<file path="config.mk">
export PLATFORM = sky130hd
export DESIGN_NAME = frame_reader
export DESIGN_NICKNAME = d
export VERILOG_FILES = /design/src/rtl/fe_pkg.sv /design/src/rtl/frame_buf.sv /design/src/rtl/frame_reader.sv
export SDC_FILE = /design/constraint.sdc
export NUM_CORES = 2
export LEC_CHECK = 0
export CAP_MARGIN = 20
export CORE_ASPECT_RATIO = 0.9
export CORE_UTILIZATION = 55
export CTS_CLUSTER_SIZE = 8
export DETAILED_ROUTE_END_ITERATION = 16
export PLACE_DENSITY = 0.7
export SLEW_MARGIN = 10
export SYNTH_ARGS = -nofsm -noshare
export SYNTH_HDL_FRONTEND = slang
export SYNTH_SLANG_ARGS = --single-unit
</file>
<file path="constraint.sdc">
create_clock -name clk -period 3.6 [get_ports clk]
set_input_delay 0.9 -clock clk [delete_from_list [all_inputs] [get_ports clk]]
set_output_delay 0.9 -clock clk [all_outputs]
set_load 0.01 [all_outputs]
</file>
<file path="src/rtl/fe_pkg.sv">
// Shared definitions for the feature-extractor front end: frame FSM states,
// default framing geometry reused by the FFT stage, and pointer sizing.
package fe_pkg;

    typedef enum logic [1:0] {
        IDLE  = 2'd0,
        PRIME = 2'd1,
        FILL  = 2'd2,
        OUT   = 2'd3
    } frame_state_e;

    localparam int FE_DATA_WIDTH = 12;
    localparam int FE_FRAME_LEN  = 256;
    localparam int FE_HOP_LEN    = 128;
    localparam int FE_IDX_WIDTH  = 8;

    // Address width for a circular buffer of the given depth (at least 1 bit).
    function automatic int ptr_width(input int depth);
        if (depth > 1) begin
            return $clog2(depth);
        end else begin
            return 1;
        end
    endfunction

endpackage

</file>
<file path="src/rtl/frame_buf.sv">
// Circular frame storage: one synchronous write port, one combinational
// read port feeding the frame output directly.
module frame_buf
    import fe_pkg::*;
#(
    parameter int DEPTH      = FE_FRAME_LEN,
    parameter int DATA_WIDTH = FE_DATA_WIDTH,
    parameter int ADDR_WIDTH = ptr_width(DEPTH)
) (
    input  logic                  clk,
    input  logic                  we,
    input  logic [ADDR_WIDTH-1:0] wr_addr,
    input  logic [DATA_WIDTH-1:0] wr_data,
    input  logic [ADDR_WIDTH-1:0] rd_addr,
    output logic [DATA_WIDTH-1:0] rd_data
);

    logic [DATA_WIDTH-1:0] mem_r [DEPTH];

    // Sample storage; contents are don't-care after reset so no reset here.
    always_ff @(posedge clk) begin
        if (we) begin
            mem_r[wr_addr] <= wr_data;
        end
    end

    assign rd_data = mem_r[rd_addr];

endmodule

</file>
<file path="src/rtl/frame_reader.sv">
// Read side of the pre-emphasis FIFO: builds overlapping frames in a circular
// buffer and streams each frame oldest-first over a valid/ready handshake.
module frame_reader
    import fe_pkg::*;
#(
    parameter int DATA_WIDTH = FE_DATA_WIDTH,
    parameter int FRAME_LEN  = FE_FRAME_LEN,
    parameter int HOP_LEN    = FE_HOP_LEN,
    parameter int IDX_WIDTH  = FE_IDX_WIDTH
) (
    input  logic                         clk,
    input  logic                         rst,
    input  logic                         empty,
    input  logic        [DATA_WIDTH-1:0] r_data,
    input  logic                         spi_en_inf_sample_sync,
    input  logic                         spi_en_fe_sample_sync,
    output logic                         r_req,
    output logic signed [DATA_WIDTH-1:0] frm_data,
    output logic                         frm_valid,
    input  logic                         frm_ready,
    output logic                         frm_first,
    output logic                         frm_last,
    output logic        [IDX_WIDTH-1:0]  frm_idx
);

    localparam int PTR_W = ptr_width(FRAME_LEN);
    localparam int CNT_W = PTR_W + 1;
    localparam logic [CNT_W-1:0] FRAME_CNT = CNT_W'(FRAME_LEN);
    localparam logic [CNT_W-1:0] HOP_CNT   = CNT_W'(HOP_LEN);
    localparam logic [PTR_W-1:0] LAST_OUT  = PTR_W'(FRAME_LEN - 1);
    localparam logic [PTR_W-1:0] PTR_ONE   = PTR_W'(1);
    localparam logic [PTR_W-1:0] PTR_ZERO  = PTR_W'(0);
    localparam logic [CNT_W-1:0] CNT_ONE   = CNT_W'(1);
    localparam logic [CNT_W-1:0] CNT_ZERO  = CNT_W'(0);

    frame_state_e          state_r,    state_s;
    logic [PTR_W-1:0]      wr_ptr_r,   wr_ptr_s;
    logic [PTR_W-1:0]      rd_ptr_r,   rd_ptr_s;
    logic [PTR_W-1:0]      out_cnt_r,  out_cnt_s;
    logic [CNT_W-1:0]      fill_cnt_r, fill_cnt_s;
    logic [CNT_W-1:0]      issued_r,   issued_s;
    logic                  pend_r,     pend_s;
    logic [IDX_WIDTH-1:0]  frm_idx_r,  frm_idx_s;

    logic                  en_s;
    logic                  req_s;
    logic                  xfer_s;
    logic [CNT_W-1:0]      target_s;
    logic [DATA_WIDTH-1:0] buf_data_s;

    assign en_s = spi_en_inf_sample_sync & spi_en_fe_sample_sync;

    frame_buf #(
        .DEPTH      (FRAME_LEN),
        .DATA_WIDTH (DATA_WIDTH),
        .ADDR_WIDTH (PTR_W)
    ) u_frame_buf (
        .clk     (clk),
        .we      (pend_r),
        .wr_addr (wr_ptr_r),
        .wr_data (r_data),
        .rd_addr (rd_ptr_r),
        .rd_data (buf_data_s)
    );

    // Next-state and datapath control for the prime/fill/output sequence.
    always_comb begin
        state_s    = state_r;
        rd_ptr_s   = rd_ptr_r;
        out_cnt_s  = out_cnt_r;
        fill_cnt_s = fill_cnt_r;
        issued_s   = issued_r;
        frm_idx_s  = frm_idx_r;
        req_s      = 1'b0;
        xfer_s     = (state_r == OUT) & frm_ready;

        if (state_r == PRIME) begin
            target_s = FRAME_CNT;
        end else begin
            target_s = HOP_CNT;
        end

        // An in-flight read always lands, even after a disable; it is simply
        // never counted toward a frame.
        if (pend_r) begin
            wr_ptr_s = wr_ptr_r + PTR_ONE;
        end else begin
            wr_ptr_s = wr_ptr_r;
        end

        case (state_r)
            IDLE: begin
                fill_cnt_s = CNT_ZERO;
                issued_s   = CNT_ZERO;
                frm_idx_s  = {IDX_WIDTH{1'b0}};
                if (en_s) begin
                    state_s = PRIME;
                end else begin
                    state_s = IDLE;
                end
            end
            PRIME, FILL: begin
                if (!en_s) begin
                    state_s    = IDLE;
                    fill_cnt_s = CNT_ZERO;
                    issued_s   = CNT_ZERO;
                    frm_idx_s  = {IDX_WIDTH{1'b0}};
                end else begin
                    req_s = ~empty & (issued_r < target_s);
                    if (req_s) begin
                        issued_s = issued_r + CNT_ONE;
                    end else begin
                        issued_s = issued_r;
                    end
                    // Advance on the write of the last sample, not its request.
                    if (pend_r) begin
                        fill_cnt_s = fill_cnt_r + CNT_ONE;
                        if (fill_cnt_s == target_s) begin
                            state_s    = OUT;
                            rd_ptr_s   = wr_ptr_s;
                            out_cnt_s  = PTR_ZERO;
                            fill_cnt_s = CNT_ZERO;
                            issued_s   = CNT_ZERO;
                        end else begin
                            state_s = state_r;
                        end
                    end else begin
                        fill_cnt_s = fill_cnt_r;
                    end
                end
            end
            OUT: begin
                if (!en_s) begin
                    state_s    = IDLE;
                    fill_cnt_s = CNT_ZERO;
                    issued_s   = CNT_ZERO;
                    frm_idx_s  = {IDX_WIDTH{1'b0}};
                end else if (xfer_s) begin
                    rd_ptr_s  = rd_ptr_r + PTR_ONE;
                    out_cnt_s = out_cnt_r + PTR_ONE;
                    if (out_cnt_r == LAST_OUT) begin
                        state_s    = FILL;
                        frm_idx_s  = frm_idx_r + IDX_WIDTH'(1);
                        fill_cnt_s = CNT_ZERO;
                        issued_s   = CNT_ZERO;
                    end else begin
                        state_s = OUT;
                    end
                end else begin
                    state_s = OUT;
                end
            end
            default: begin
                state_s = IDLE;
            end
        endcase

        pend_s = req_s;
    end

    // State and counter registers with synchronous reset.
    always_ff @(posedge clk) begin
        if (rst) begin
            state_r    <= IDLE;
            wr_ptr_r   <= PTR_ZERO;
            rd_ptr_r   <= PTR_ZERO;
            out_cnt_r  <= PTR_ZERO;
            fill_cnt_r <= CNT_ZERO;
            issued_r   <= CNT_ZERO;
            pend_r     <= 1'b0;
            frm_idx_r  <= {IDX_WIDTH{1'b0}};
        end else begin
            state_r    <= state_s;
            wr_ptr_r   <= wr_ptr_s;
            rd_ptr_r   <= rd_ptr_s;
            out_cnt_r  <= out_cnt_s;
            fill_cnt_r <= fill_cnt_s;
            issued_r   <= issued_s;
            pend_r     <= pend_s;
            frm_idx_r  <= frm_idx_s;
        end
    end

    // Outputs are decoded from registered state only, apart from the pop
    // request, which must react to the FIFO empty flag in the same cycle.
    assign r_req     = req_s;
    assign frm_valid = (state_r == OUT);
    assign frm_first = frm_valid & (out_cnt_r == PTR_ZERO);
    assign frm_last  = frm_valid & (out_cnt_r == LAST_OUT);
    assign frm_idx   = frm_idx_r;
    assign frm_data  = frm_valid ? buf_data_s : {DATA_WIDTH{1'b0}};

endmodule
</file>
Word level (Yosys, flattened, before mapping) --
Memory sizes are Yosys's and may differ from the RTL's. A register that Yosys moved wholly into a read port is not among the register bits. Cells that the tools add are included.
Word-level totals: memories 1, bits in read-only memories 0, RAM bits 3072, flip-flop bits (word level) 53, latch bits 0, logic and storage cells 92
Memories:
- u_frame_buf.mem_r | depth 256, width 12, read ports 1, clocked after memory_dff 1, wr ports 1, line frame_buf.sv:18 | logic [DATA_WIDTH-1:0] mem_r [DEPTH];
Cells by class: reduce and logical (&&, ||, !) cells 9, divide/modulo/power cells 0, add/subtract/negate cells 6, $mul 0, magnitude comparators 1, bitwise gates (word level) 6, mux-type cells 46, eq/ne operators 15, shift operators 0
Operators with widths (number):
- 8-bit two-way mux | 17
- 9-bit two-way mux | 11
- 9-bit one-hot mux with 3 select lines | 2
- 8-bit by 1-bit adder with 8-bit output, second input constant | 4
- 8-bit one-hot mux with 2 select lines | 2
- 8-bit one-hot mux with 3 select lines | 1
- 9-bit by 1-bit adder with 9-bit output, second input constant | 2
- 12-bit two-way mux | 1
- 2-bit two-way mux | 5
- 9-bit == test | 1
- 9-bit less-than comparator | 1
- 8-bit == test, second input constant | 1
- 8-bit zero test | 1
- 2-bit inequality test, second input constant | 4
- 1-bit two-way mux | 6
- 3-bit by 2-bit inequality test with 1-bit output, second input constant | 2
- 3-bit inequality test, second input constant | 2
- 2-bit one-hot mux with 3 select lines | 1
- 3-bit AND reduction | 2
- 6-bit AND reduction | 1
- 1-bit bitwise AND | 5
- 2-bit == test, second input constant | 2
- 2-bit by 1-bit inequality test with 1-bit output, second input constant | 2
- 2-bit AND reduction | 2
- 5 further kinds | 5

Depth between registers and ports, before layout --
depth after elaboration 9, gate-level depth with buffers 12, depth with buffers taken out 11

Cells and area by module --
A second synthesis with hierarchy kept.
Unflattened totals: cell total of the unflattened synthesis 5868, area total of the unflattened synthesis 121352.6 sq um
Modules (own cells, without submodules):
- frame_buf | area an instance 118392.3 sq um, cells each 5494, seq. area each 92248.5 sq um, instances 1
- frame_reader | area an instance 2960.3 sq um, cells each 374, seq. area each 1061.0 sq um, instances 1

Worst setup path after synthesis --
OpenSTA, ideal clock, no wires.
kind reg2out, start point register with a tool-made name, end point output port frm_data[11], cell stages (with the launch flop) 13, arrival time 2.556 ns, buffers on the path 6, slack 0.144 ns, cell sequence dfxtp_1 -> buf_2 -> buf_4 -> buf_2 -> buf_2 -> buf_2 -> nand2_1 -> clkbuf_1 -> o22ai_1 -> a211oi_1 -> nand2_1 -> nand3_1 -> o31ai_1
RTL lines:
- to (decl) | line frame_reader.sv:18 | output logic signed [DATA_WIDTH-1:0] frm_data,

==> impl_metrics.yaml <==
logic_synthesis:
  synth-seq-cells: 3133
  async_flop_share_pct: 0
  avgSynthCellArea_um2: 20.0
  seq_area_frac_synth_pct: 77.1
  synthTopCellsByCount: "edfxtp_1 (3,072), mux4_2 (588), nor2_1 (391)"
  post-synth-top-count-cell: "edfxtp_1"
  netlist_area_mm2: 0.121
  postSynthNetCount: 6089
  synth_top_area_share_pct: 76.1
  synth.distinct_cells: 71
  synthFlopType: "edfxtp_1"
  synth.area.top_cells: "edfxtp_1 (76%), mux4_2 (11%), mux2i_1 (3.1%), nor2_1 (1.2%), dfxtp_1 (1.0%)"
  synth.yosys.warnings: 0
  yosysTopAreaCell: "edfxtp_1"
  syn_inst: 6057
  synth_edf_count: 3072
critical_path:
  path_cells: "buf_16 -> bufbuf_16 -> mux4_2 -> nand2_1 -> and3_4 -> a211oi_4 -> nand4_1 -> a211o_4 -> o31ai_4 -> buf_2"
  worst_setup_path_end_kind: "output pin"
  path_class: "register to output pin"
  cp_data_required_time_ns: 2.70
  crit_path_top_delay_cell: "a211o_4"
  r2r-start: "fill_cnt_r[0]"
  cp_top_family: "compound AO/OA/AOI/OAI gates"
  critical_path_buf_inv_count: 3
  start_kind: "register"
  r2r_slack_ns: 0.23
  rr_worst_depth: 9
  cpPeakStageDelay_ns: 0.51
  arrival_ns: 4.01
  crit_fanout: 12
run_status:
  violations: "negative setup slack"
  outcome: "finished with violations"
clock_tree:
  worstSkewPairLatency_ns: 1.01
  clockBufferDepth: 4
  cts-root-buf: "clkbuf_16"
  clkTransAtPathRegs_ns: 0.05
  htreeDepth: 5
  ctsHoldBuffers: 0
  clkSinkCount: 3133
  cts_tree: "built"
  cts_buffers: 442
placement:
  io_buffers: 41
  post-place-ws_ns: -1.27
  dp.cells: 9613
  hpwlAfterDp_mm: 216
  gp_congestion: 0.956
flow_run:
  cap_violations: 0
min_path:
  hold_start: "r_data[9]"
  min_to: "u_frame_buf.mem_r[25][9]"
  min_path_cells: 1
  min_path_type: "primary input to register"
routing:
  drc: 0
  vias: 68800
  wirelength_mm: 346
  wl_per_cell_um: 33.7
  drt-initial-drc-count: 10500
  first_pass_iters: 6
  ant_nets: 0
  viasPerCell: 6.70
floorplanning:
  fp.coreArea_mm2: 0.219
  die-area_mm2: 0.222
  die_y_um: 447
  pin_count: 42
  start_util_pct: 55.3
  die_x_um: 497
  row_count: 163
global_routing:
  grt_overflow_total: 0
  grt_pass1_wl_mm: 489
  antenna_found_initial: 10
  grt_max_degree: 151
  grt_usage_pct: 31.1
  grt_pass1_vias: 67500
sta:
  rsz0062_at_grt: "true"
  fin_setup_tns_ns: -14.55
  slew_headroom_pct: 32.8
  final-hold-violation-count: 0
  skew_ns: 0.0893
  setup_viol: 12
  final.setup.worst_slack_ns: -1.31
  fin_crit_ns: 4.91
  slew_violations: 0
  fmax_mhz: 204
  min_period_over_period_pct: 136
  worstMarginPinSlew_ns: 1.00
pwr:
  p_leak_nw: 46.8
  peakVddDrop_v: 0.000426
  power_density_mw_per_mm2: 524
  p_total_mw: 77.5
final_layout:
  fin_util_pct: 67.5
  final.fill_count: 13500
  drive_above_1_share_pct: 33.0
  fin_nets: 7328
  instances_no_fill: 10300
  area_growth_pct: 22.0
==> worst max-delay path by stage <==
stage	end	cells past startpoint
floorplan	frm_data[11]	12
global placement	frm_data[1]	11
detailed placement	frm_data[1]	11
CTS	frm_data[1]	11
global route	frm_data[9]	11
finish	frm_data[0]	10
==> repair_timing <==
| action | in CTS | in global routing |
|---|---|---|
| setup buffers | 98 | 32 |
| cloned | 18 | 0 |
| pin swaps | 95 | 73 |
| resized for setup | 344 | 122 |
| hold endpoints to repair | 0 | 0 |
| endpoints found under the setup margin | 15 | 13 |
==> flip-flops by register name (all words and copies together) (netlist names), named ones only <==
name and cells:
fill_cnt_r 9, frm_idx 8, issued_r 9, out_cnt_r 8
pend_r 1, rd_ptr_r 8, state_r 2, u_frame_buf.mem_r 3072
wr_ptr_r 8
==> layout by cell type (no fill, tap or decap), types with 12 or more instances in the layout <==
master,instances
buf_16,20
clkbuf_1,70
a21oi_1,84
buf_4,894
o221ai_1,81
xor2_1,17
dfxtp_1,57
nor4_1,12
edfxtp_1,3072
ha_1,13
nor2b_1,16
a22oi_1,90
buf_12,132
nand4_1,37
nand2_1,146
nor3_1,67
o21ai_0,55
nand3_2,13
mux2i_1,374
inv_1,16
o21ai_2,12
nor2_1,387
a221oi_2,21
o22ai_1,92
a31oi_1,15
a22oi_2,43
and3_1,12
nand3_1,81
buf_6,49
mux4_2,588
buf_8,26
o221ai_2,14
a211oi_1,26
clkdlybuf4s50_1,13
clkbuf_16,447
==> report_power, final <==
group | switching (mW) | total, mW | internal, mW
clock network | 14.1 | 36.0 | 22.0
logic | 1.03 | 1.35 | 0.322
registers | 0.00471 | 40.1 | 40.1
total | 15.1 | 77.5 | 62.4
==> per-stage QoR <==
step | instance area, µm² | hold WS [ns]
floorplan | 121000 | 0.457
finish | 148000 | 0.194
global placement | 133000 | 0.472
CTS | 147000 | 0.151
global route | 148000 | 0.166
detailed placement | 133000 | 0.501
==> worst register-to-register path, stage by stage (launching register included) <==
cell and delay, ns:
dfxtp_1 0.41, ha_1 0.26, nand3_1 0.17, o21a_1 0.26
a2111o_1 0.39, a211o_4 0.40, a211oi_4 0.24, buf_4 0.25
o21ai_2 0.10, a221oi_1 0.70
==> cell type report <==
type	instances	area (µm²)	area share [%]
repair buffers	1156	11400	7.71
clock buffers	517	11400	7.74
inverters	18	70.1	0.0474
multi-input cells	2545	27600	18.7
well taps	2887	3610	2.44
flip-flops and latches	3133	93500	63.2
diodes	1	2.50	0.00169
clock inverters	12	169	0.114
==> kinds of logic (layout without fill, tap and decap cells) <==
family | count (synthesis) | count (layout) | share of synthesized area [%]
flops | 3133 | 3133 | 77.1
other cells | 0 | 1 | 0
xor+xnor | 23 | 23 | 0.166
buf+inv | 379 | 1703 | 1.35
compound gates | 660 | 660 | 3.83
mux | 977 | 977 | 14.1
fa+ha+maj | 14 | 14 | 0.145
simple gates | 871 | 871 | 3.23
==> per-layer routing <==
| layer | vias up | share of wire [%] | GRT usage (%) |
|---|---|---|---|
| li1 | 27500 | - | - |
| met1 | 35600 | 38 | 44.3 |
| met2 | 4946 | 46 | 46.7 |
| met3 | 764 | 13 | 8.14 |
| met4 | 8 | 3.9 | 11.3 |
| met5 | - | 0.015 | 0 |
Note: power is estimated with default switching activity, not from simulation.
